$ cat src/rtl/mst_imp_rd_dma.sv
// AXI4-lite read master that walks a 2D rectangle of words and streams it out
// as valid/ready pixels, with a bounded number of words in flight.
module mst_imp_rd_dma #(
    parameter int ADDR_W    = 32,
    parameter int DATA_W    = 32,
    parameter int CNT_W     = 8,
    parameter int PITCH_W   = 16,
    parameter int BUF_DEPTH = 4
) (
    input  logic              clk,
    input  logic              rst,
    output logic              mem_axi_arvalid,
    input  logic              mem_axi_arready,
    output logic [ADDR_W-1:0] mem_axi_araddr,
    output logic [2:0]        mem_axi_arprot,
    input  logic              mem_axi_rvalid,
    output logic              mem_axi_rready,
    input  logic [DATA_W-1:0] mem_axi_rdata,
    input  logic [1:0]        mem_axi_rresp,
    input  logic [ADDR_W-1:0] IMP_SRC_BADDR,
    input  logic [PITCH_W-1:0] IMP_ADR_PITCH,
    input  logic [CNT_W-1:0]  IMP_HSIZE,
    input  logic [CNT_W-1:0]  IMP_VSIZE,
    input  logic              IMP_ST,
    output logic              pxl_valid,
    input  logic              pxl_ready,
    output logic [DATA_W-1:0] pxl_data,
    output logic              pxl_eol,
    output logic              pxl_eof,
    output logic              imp_busy,
    output logic              imp_done,
    output logic              imp_err
);

    localparam int PTR_W = $clog2(BUF_DEPTH);
    localparam int OCC_W = PTR_W + 1;
    localparam logic [ADDR_W-1:0] BYTES_PER_WORD = ADDR_W'(DATA_W / 8);
    localparam logic [CNT_W-1:0]  ONE_C = CNT_W'(1);
    localparam logic [OCC_W-1:0]  DEPTH_C = OCC_W'(BUF_DEPTH);

    typedef enum logic [1:0] {S_IDLE, S_ISSUE, S_DRAIN} state_t;

    state_t              r_state;
    logic                r_arvalid;
    logic [ADDR_W-1:0]   r_araddr;
    logic [ADDR_W-1:0]   r_row_base;
    logic [PITCH_W-1:0]  r_pitch;
    logic [CNT_W-1:0]    r_hsize;
    logic [CNT_W-1:0]    r_vsize;
    logic [CNT_W-1:0]    r_ax;
    logic [CNT_W-1:0]    r_ay;
    logic [CNT_W-1:0]    r_rx;
    logic [CNT_W-1:0]    r_ry;
    logic [OCC_W-1:0]    r_inflight;
    logic [OCC_W-1:0]    r_rpend;
    logic                r_busy;
    logic                r_done;
    logic                r_err;

    logic [DATA_W-1:0]   r_mem_data [BUF_DEPTH];
    logic                r_mem_eol  [BUF_DEPTH];
    logic                r_mem_eof  [BUF_DEPTH];
    logic [PTR_W-1:0]    r_wr_ptr;
    logic [PTR_W-1:0]    r_rd_ptr;
    logic [OCC_W-1:0]    r_count;

    logic                w_ar_acc;
    logic                w_push;
    logic                w_pop;
    logic                w_last_col;
    logic                w_last_ar;
    logic                w_eol;
    logic                w_eof;
    logic [OCC_W-1:0]    w_inflight_nxt;
    logic [ADDR_W-1:0]   w_next_row;

    assign w_ar_acc   = r_arvalid & mem_axi_arready;
    // Beats with no matching outstanding AR (e.g. left over from before a reset) are dropped.
    assign w_push     = mem_axi_rvalid & (r_state != S_IDLE) & (r_rpend != '0);
    assign w_pop      = (r_count != '0) & pxl_ready;
    assign w_last_col = (r_ax == r_hsize - ONE_C);
    assign w_last_ar  = w_last_col & (r_ay == r_vsize - ONE_C);
    assign w_eol      = (r_rx == r_hsize - ONE_C);
    assign w_eof      = w_eol & (r_ry == r_vsize - ONE_C);
    assign w_inflight_nxt = r_inflight + OCC_W'(w_ar_acc) - OCC_W'(w_pop);
    assign w_next_row = r_row_base + ADDR_W'(r_pitch);

    assign mem_axi_arvalid = r_arvalid;
    assign mem_axi_araddr  = r_araddr;
    assign mem_axi_arprot  = 3'b000;
    assign mem_axi_rready  = 1'b1;
    assign pxl_valid       = (r_count != '0);
    assign pxl_data        = r_mem_data[r_rd_ptr];
    assign pxl_eol         = pxl_valid & r_mem_eol[r_rd_ptr];
    assign pxl_eof         = pxl_valid & r_mem_eof[r_rd_ptr];
    assign imp_busy        = r_busy;
    assign imp_done        = r_done;
    assign imp_err         = r_err;

    always_ff @(posedge clk or posedge rst) begin
        if (rst) begin
            r_state    <= S_IDLE;
            r_arvalid  <= 1'b0;
            r_araddr   <= '0;
            r_row_base <= '0;
            r_pitch    <= '0;
            r_hsize    <= '0;
            r_vsize    <= '0;
            r_ax       <= '0;
            r_ay       <= '0;
            r_rx       <= '0;
            r_ry       <= '0;
            r_inflight <= '0;
            r_rpend    <= '0;
            r_busy     <= 1'b0;
            r_done     <= 1'b0;
            r_err      <= 1'b0;
        end else begin
            r_done     <= 1'b0;
            r_inflight <= w_inflight_nxt;
            r_rpend    <= r_rpend + OCC_W'(w_ar_acc) - OCC_W'(w_push);
            if (w_push) begin
                if (w_eol) begin
                    r_rx <= '0;
                    r_ry <= r_ry + ONE_C;
                end else begin
                    r_rx <= r_rx + ONE_C;
                end
                if (mem_axi_rresp != 2'b00) r_err <= 1'b1;
            end
            case (r_state)
                S_IDLE: begin
                    if (IMP_ST) begin
                        r_pitch <= IMP_ADR_PITCH;
                        r_hsize <= IMP_HSIZE;
                        r_vsize <= IMP_VSIZE;
                        if (IMP_HSIZE == '0 || IMP_VSIZE == '0) begin
                            r_done <= 1'b1;
                        end else begin
                            r_state    <= S_ISSUE;
                            r_busy     <= 1'b1;
                            r_err      <= 1'b0;
                            r_arvalid  <= 1'b1;
                            r_araddr   <= IMP_SRC_BADDR;
                            r_row_base <= IMP_SRC_BADDR;
                            r_ax       <= '0;
                            r_ay       <= '0;
                            r_rx       <= '0;
                            r_ry       <= '0;
                        end
                    end
                end
                S_ISSUE: begin
                    if (w_ar_acc) begin
                        if (w_last_col) begin
                            r_ax       <= '0;
                            r_ay       <= r_ay + ONE_C;
                            r_row_base <= w_next_row;
                            r_araddr   <= w_next_row;
                        end else begin
                            r_ax     <= r_ax + ONE_C;
                            r_araddr <= r_araddr + BYTES_PER_WORD;
                        end
                        if (w_last_ar) r_state <= S_DRAIN;
                    end
                    // A pending AR can only see inflight fall, so arvalid never drops unaccepted.
                    r_arvalid <= !(w_ar_acc && w_last_ar) && (w_inflight_nxt < DEPTH_C);
                end
                S_DRAIN: begin
                    if (w_pop && pxl_eof) begin
                        r_state <= S_IDLE;
                        r_busy  <= 1'b0;
                        r_done  <= 1'b1;
                    end
                end
                default: r_state <= S_IDLE;
            endcase
        end
    end

    // Return buffer: occupancy is bounded by inflight, so a push never finds it full.
    always_ff @(posedge clk or posedge rst) begin
        if (rst) begin
            r_wr_ptr <= '0;
            r_rd_ptr <= '0;
            r_count  <= '0;
            for (int i = 0; i < BUF_DEPTH; i++) begin
                r_mem_data[i] <= '0;
                r_mem_eol[i]  <= 1'b0;
                r_mem_eof[i]  <= 1'b0;
            end
        end else begin
            if (w_push) begin
                r_mem_data[r_wr_ptr] <= mem_axi_rdata;
                r_mem_eol[r_wr_ptr]  <= w_eol;
                r_mem_eof[r_wr_ptr]  <= w_eof;
                r_wr_ptr             <= r_wr_ptr + PTR_W'(1);
            end
            if (w_pop) r_rd_ptr <= r_rd_ptr + PTR_W'(1);
            r_count <= r_count + OCC_W'(w_push) - OCC_W'(w_pop);
        end
    end

endmodule
$ cat config.mk
export PLATFORM = sky130hd
export DESIGN_NAME = mst_imp_rd_dma
export DESIGN_NICKNAME = d
export VERILOG_FILES = /design/src/rtl/mst_imp_rd_dma.sv
export SDC_FILE = /design/constraint.sdc
export NUM_CORES = 1
export LEC_CHECK = 0
export ABC_AREA = 1
export BUFFER_PORTS_ARGS = -buffer_cell sky130_fd_sc_hd__buf_2
export CORE_ASPECT_RATIO = 0.8
export CORE_MARGIN = 10
export CORE_UTILIZATION = 40
export DETAILED_ROUTE_END_ITERATION = 10
export PLACE_DENSITY = 0.56
export SLEW_MARGIN = 25
export SYNTH_ARGS = -nofsm -noshare
export SYNTH_HDL_FRONTEND = slang
export SYNTH_SLANG_ARGS = --single-unit
$ cat constraint.sdc
create_clock -name clk -period 9.66 [get_ports clk]
set_input_delay 0.483 -clock clk [delete_from_list [all_inputs] [get_ports clk]]
set_output_delay 0.483 -clock clk [all_outputs]
set_load 0.02 [all_outputs]
Word-level counts from Yosys, hierarchy flattened --
Cells that the tools add are included.
Word-level totals: flip-flop bits (word level) 283, bits of input ports 104, output and inout bits 75, word-level logic and storage cells 156
Operators by class: add/subtract/negate cells 16, order comparisons 4, equality and inequality tests 12, muxes and demuxes 62, bitwise operators 10, reduce and logical (&&, ||, !) cells 21
Operators with widths (count):
- $mux W32 | 9
- $bwmux W128 | 1
- $mux W8 | 16
- $pmux W32 S2 | 2
- $bmux W32 S2 | 1
- $demux W32 S2 | 1
- $add A32 B16 Y32 | 1
- $add A32 B3 Y32 const B | 1
- $add A8 B1 Y8 const B | 4
- $eq A8 B8 Y1 | 4
- $pmux W8 S2 | 2
- $logic_not A8 Y1 | 2
- $mux W1 | 16
- $sub A8 B1 Y8 const B | 2
- $ne A2 B2 Y1 const B | 6
- $mux W2 | 5
- $reduce_and A5 Y1 | 2
- $add A3 B1 Y3 | 3
- $sub A3 B1 Y3 | 3
- $and A1 B1 Y1 | 8
- $bwmux W4 | 2
- $reduce_and A4 Y1 | 2
- $reduce_bool A2 Y1 | 4
- $ge A3 B3 Y1 const B | 2
- 17 further kinds | 26

Logic depth before layout (Yosys ltp) --
depth in word-level cells 8, depth in mapped cells 17, depth with buffers taken out 16

Worst setup path after synthesis --
Ideal clock, no wire load.
kind register to register, start reg r_count[1], end reg r_arvalid, in the netlist mem_axi_arvalid, setup time 0.113 ns, arrival 2.459 ns, required time 9.547 ns, path slack 7.088 ns, cell stages (with the launch flop) 16, buffers on the path 0, period minus slack after synthesis 2.572 ns, cells stage by stage dfrtp_1 > nor3_1 > inv_1 > nand2_1 > inv_1 > ha_1 > inv_1 > ha_1 > inv_1 > fa_1 > xor2_1 > xor2_1 > o22ai_1 > inv_1 > nand2_1 > inv_1
Between the ends: longest elaborated chain between the ends 6
RTL lines:
- from (decl) | RTL line 65 | logic [OCC_W-1:0] r_count;
- from (signal assigned) | RTL line 200 | r_count <= r_count + OCC_W'(w_push) - OCC_W'(w_pop);
- $reduce_bool A3 Y1
- via pxl_valid | RTL line 25 | output logic pxl_valid,
- $and A1 B1 Y1 | RTL line 80 | assign w_pop = (r_count != '0) & pxl_ready;
- via w_pop | RTL line 69 | logic w_pop;
- $sub A3 B1 Y3 | RTL line 85 | assign w_inflight_nxt = r_inflight + OCC_W'(w_ar_acc) - OCC_W'(w_pop);
- $lt A3 B3 Y1 | RTL line 167 | r_arvalid <= !(w_ar_acc && w_last_ar) && (w_inflight_nxt < DEPTH_C);
- $logic_and A1 B1 Y1 | RTL line 167
- $pmux W1 S2 | RTL line 131 | case (r_state)
- to (signal assigned) | RTL line 167
- to (decl) | RTL line 44 | logic r_arvalid;
The timed path passes the listed nets, and every way through them passes these cells. A chain may end at the register's enable or synchronous reset.

Worst setup path in the final report --
start reg r_state[0], end reg r_rx[4]
Between the ends: longest elaborated chain between the ends 7, elaborated cells on any way between the ends 8, classes of those cells mux (4); bitwise (2); reduce/logical (2)
RTL lines:
- from (decl) | RTL line 43 | state_t r_state;
- from (signal assigned) | RTL line 102 | r_state <= S_IDLE;
- from (signal assigned) | RTL line 140 | r_state <= S_ISSUE;
- from (signal assigned) | RTL line 164 | if (w_last_ar) r_state <= S_DRAIN;
- $reduce_bool A2 Y1 | RTL line 79 | assign w_push = mem_axi_rvalid & (r_state != S_IDLE) & (r_rpend != '0);
- $and A1 B1 Y1 (2 in series) | RTL line 79
- $mux W8 | RTL line 122 | if (w_push) begin
- $mux W8 | RTL line 137 | if (IMP_HSIZE == '0 || IMP_VSIZE == '0) begin
- $mux W8 | RTL line 133 | if (IMP_ST) begin
- $mux W8 (*) | RTL line 131
- to (signal assigned) | RTL line 127 | r_rx <= r_rx + ONE_C;
- to (decl) | RTL line 52 | logic [CNT_W-1:0] r_rx;
Mark *: on every way between the ends. The rest lies on a longest branch, timed or not.

==> impl.org <==
** Worst setup path
- Required time of the worst setup path :: 10.13 ns
- On the worst path, the slowest cell contributes a delay of 0.59 ns.
- Most common cell type on the critical path :: sky130_fd_sc_hd__nor2_1
- For this design, the slowest cell found on the critical path is sky130_fd_sc_hd__nor2_1.
- Ordered cell list for the critical path :: nor2_1 -> inv_1 -> nor2_4 -> buf_4 -> clkinv_1 -> nor2_1 -> inv_1 -> nand2_1 -> nor2_1
- The worst setup path is captured at a register.
- The worst setup path is launched from a register.
- STA puts the critical path data arrival time at 3.70 ns.
- The critical path is of the register to register type.
- Of all nets on the critical path, the largest fanout is 48.

** Yosys
- Warnings, synthesis :: 0
- Register area share after synthesis :: 0.447
- Prevailing post-synth register cell :: sky130_fd_sc_hd__dfrtp_1
- Number of distinct library cell variants in the gate-level netlist after synthesis :: 44
- In this run the mean area of a mapped cell was 7.41 um^2.
- Cells after Synth :: 2137
- Register bit total from synthesis :: 283
- Yosys mapped a number of flops with a built-in enable equal to 0.
- In the synthesized netlist the async set-or-reset flop fraction comes to 1.00.
- Summing every instance area after synthesis gives 0.0158 mm^2.

** Floorplan
- The initial utilization of the core area, before any placement, comes to 0.403.
- Placeable core region :: 0.0393 mm^2
- 179 I/O pins were placed.
- Row generation in the floorplan step produced 65 rows.
- Chip width :: 242 um
- The die covers 0.0480 mm^2.
- Die Span Y :: 198 um

** Detailed routing
- Vias per std cell :: 5.09
- Routed wire length :: 48300 um
- Router iterations before antenna repair :: 6
- In the routed design, unresolved DRC markers number 0.
- Number of nets with antenna violations after routing :: 0
- In the final routed layout, each cell accounts on average for 17.1 um.
- Initial DRC Count :: 1355
- The routed layout has 14400 vias.

** Global routing
- GRT busiest layer :: met1
- For met1 alone, demand over resource in global routing was 0.300.
- Global routing usage on met2 :: 0.283
- The number of global-route vias before repair is 14000.
- Overall overflow remaining after global route :: 0
- The number of antenna violations at the first check in global routing was 1.
- Entering global routing, the biggest net connects 157 pins.
- For this run, the total global-route usage over all layers was measured as 0.199.
- The first global-routing pass estimated 77900 um of wire.
- For this run, global-route usage on met3 was measured as 0.0408.

** Place
- Dpl cell area :: 0.0171 mm^2
- Port buffering added 174 buffers.
- DP Wirelength :: 33700 um
- Pre-CTS setup slack :: 6.44 ns
- Placer congestion estimate :: 0.936

** Layout
- The library cells used most frequently in the layout, excluding fill and tap cells, are 610 x sky130_fd_sc_hd__nand2_1, 284 x sky130_fd_sc_hd__o21ai_0, 282 x sky130_fd_sc_hd__dfrtp_1, 229 x sky130_fd_sc_hd__nor2_1, 183 x sky130_fd_sc_hd__inv_1.
- Fill cell instance count of the final layout :: 4045
- With fillers left out, the area of the finished cells amounts to 0.0181 mm^2.
- The library cell used most frequently in the layout, excluding fill and tap cells, is sky130_fd_sc_hd__nand2_1.
- Area delta synth->final :: 14.5%
- In the final layout, the share of cells above drive strength 1 is 0.119.
- The net count of the finished layout is 2407.

** Clocking
- Buffers added to address setup during post-CTS repair amount to 0.
- Clock-pin slew of the registers on the worst-case setup and hold paths :: 0.06 ns
- TritonCTS built the clock tree.
- For this design, the CTS-stage hold fixing added 0 buffers.
- Clock root cell :: sky130_fd_sc_hd__clkbuf_16
- Number of clock sinks seen by CTS :: 283
- Clock insertion delay at the later pin of the skew report :: 0.59 ns
- Post-cts repair resize count :: 0
- Clock H-tree levels :: 1
- In this run, CTS created clock tree buffers numbering 31.
- Number of buffers on the longest clock path :: 3

** STA
- Fin. Hold Viols :: 0
- Adding up every negative setup slack in the final design gives 0 ns.
- Worst slew margin relative to its limit :: 0.329
- Clock skew :: 0.0150 ns
- The routed design could run at a clock period as short as 3.23 ns.
- In the finished design, the share of the clock period the worst path needs comes to 0.334.
- RSZ-0062 raised after global routing :: false
- The max-slew violation count was 0.
- Final hold analysis gives a worst-case slack of 0.0440 ns.
- Actual transition at the worst max-transition pin :: 1.00 ns
- Setup violations remaining at the end of the flow were counted as 0.
- Worst Setup Slack, final :: 6.43 ns
- Maximum frequency from static timing analysis :: 310 MHz

** Worst hold path
- The min-delay analysis places its worst path in the category primary input to async pin.

** Run status
- Result of the run :: completed

** Power
- Areal power density over the cells :: 343 mW/mm^2
- In this run the static leakage power is 0.00914 uW.
- IR drop worst, VDD :: 0.141 mV
- Post-route total power :: 6210 uW

** Run
- Max-cap violations :: 0
-- final cells by class --
class	instances	area [um^2]	share of cell area
multi-input combinational	1572	7650	0.422
clock buffer	49	943	0.0521
inverter	189	719	0.0397
clock inverter	8	60.1	0.00331
tap	536	671	0.0370
sequential	283	7080	0.391
antenna	1	2.50	0.000138
timing repair buffer	189	996	0.0550
-- power breakdown --
group	leakage, uW	internal (uW)	total [uW]	switching, uW
sequential	0.00351	1680	2100	422
clock	0.000493	668	1170	503
combinational	0.00513	994	2940	1940
-- stage by stage --
step,instances,utilization
after floorplan,2139,-
after global placement,2769,0.436
after detailed placement,2769,0.436
after CTS,2826,0.461
after global routing,2827,0.461
final,2827,0.461
-- final timing paths --
check / depth (start not counted) / slack [ns] / end / startpoint
worst max-delay path: 9 / 6.43 / r_rx[4] / r_state[0]
worst min register to register: 2 / 0.48 / r_mem_data[46] / r_mem_data[46]
max in group asynchronous: 3 / 8.29 / r_pitch[15] / rst
worst min-delay path: 2 / 0.04 / r_mem_data[122] / rst
worst max register to register: 9 / 6.43 / r_rx[4] / r_state[0]
min in group clk: 3 / 0.09 / r_pitch[14] / IMP_ADR_PITCH[14]
-- cell families (layout without fill, tap and decap cells) --
family / Yosys count / after routing / share of synthesized area
and+or+nand+nor: 1042 / 1042 / 0.271
AOI/OAI and AO/OA: 406 / 406 / 0.132
buffers and inverters: 284 / 435 / 0.0721
DFF: 283 / 283 / 0.447
xor gates and xnor gates: 82 / 82 / 0.0454
adders and majority gates: 37 / 37 / 0.0311
other: 2 / 5 / 0.000474
muxes: 1 / 1 / 0.000632
-- routing by layer --
metal	vias to the layer above	routed length [um]
li1	7145	-
met1	6733	23900
met2	463	19800
met3	61	3480
met4	0	1100
met5	-	0
-- critical path: cells and delay by family (launching register included) --
kind / cells / cell delay (ns)
AND/OR/NAND/NOR: 5 / 1.21
flip-flops: 1 / 0.47
buffers and inverters: 4 / 1.39
-- registers in the layout (all words and copies together) (netlist names), 4 cells and up --
register	cells
r_pitch	16
r_vsize	8
r_ax	8
mem_axi_araddr	32
r_mem_data	128
r_rx	8
r_mem_eol	4
r_ry	8
r_mem_eof	4
r_hsize	8
r_ay	8
r_row_base	32
-- cell usage after synthesis, drive strengths merged (27+ instances only) --
master	n	area share
nor2	239	0.058
a21oi	80	0.026
dfrtp	283	0.45
clkbuf	61	0.014
xor2	55	0.030
o21ai	284	0.090
ha	33	0.026
xnor2	27	0.015
nand3	100	0.032
nor3	27	0.0085
buf	34	0.013
inv	188	0.045
nand2	618	0.15
o22ai	34	0.013
(Power assumes the default switching activity.)
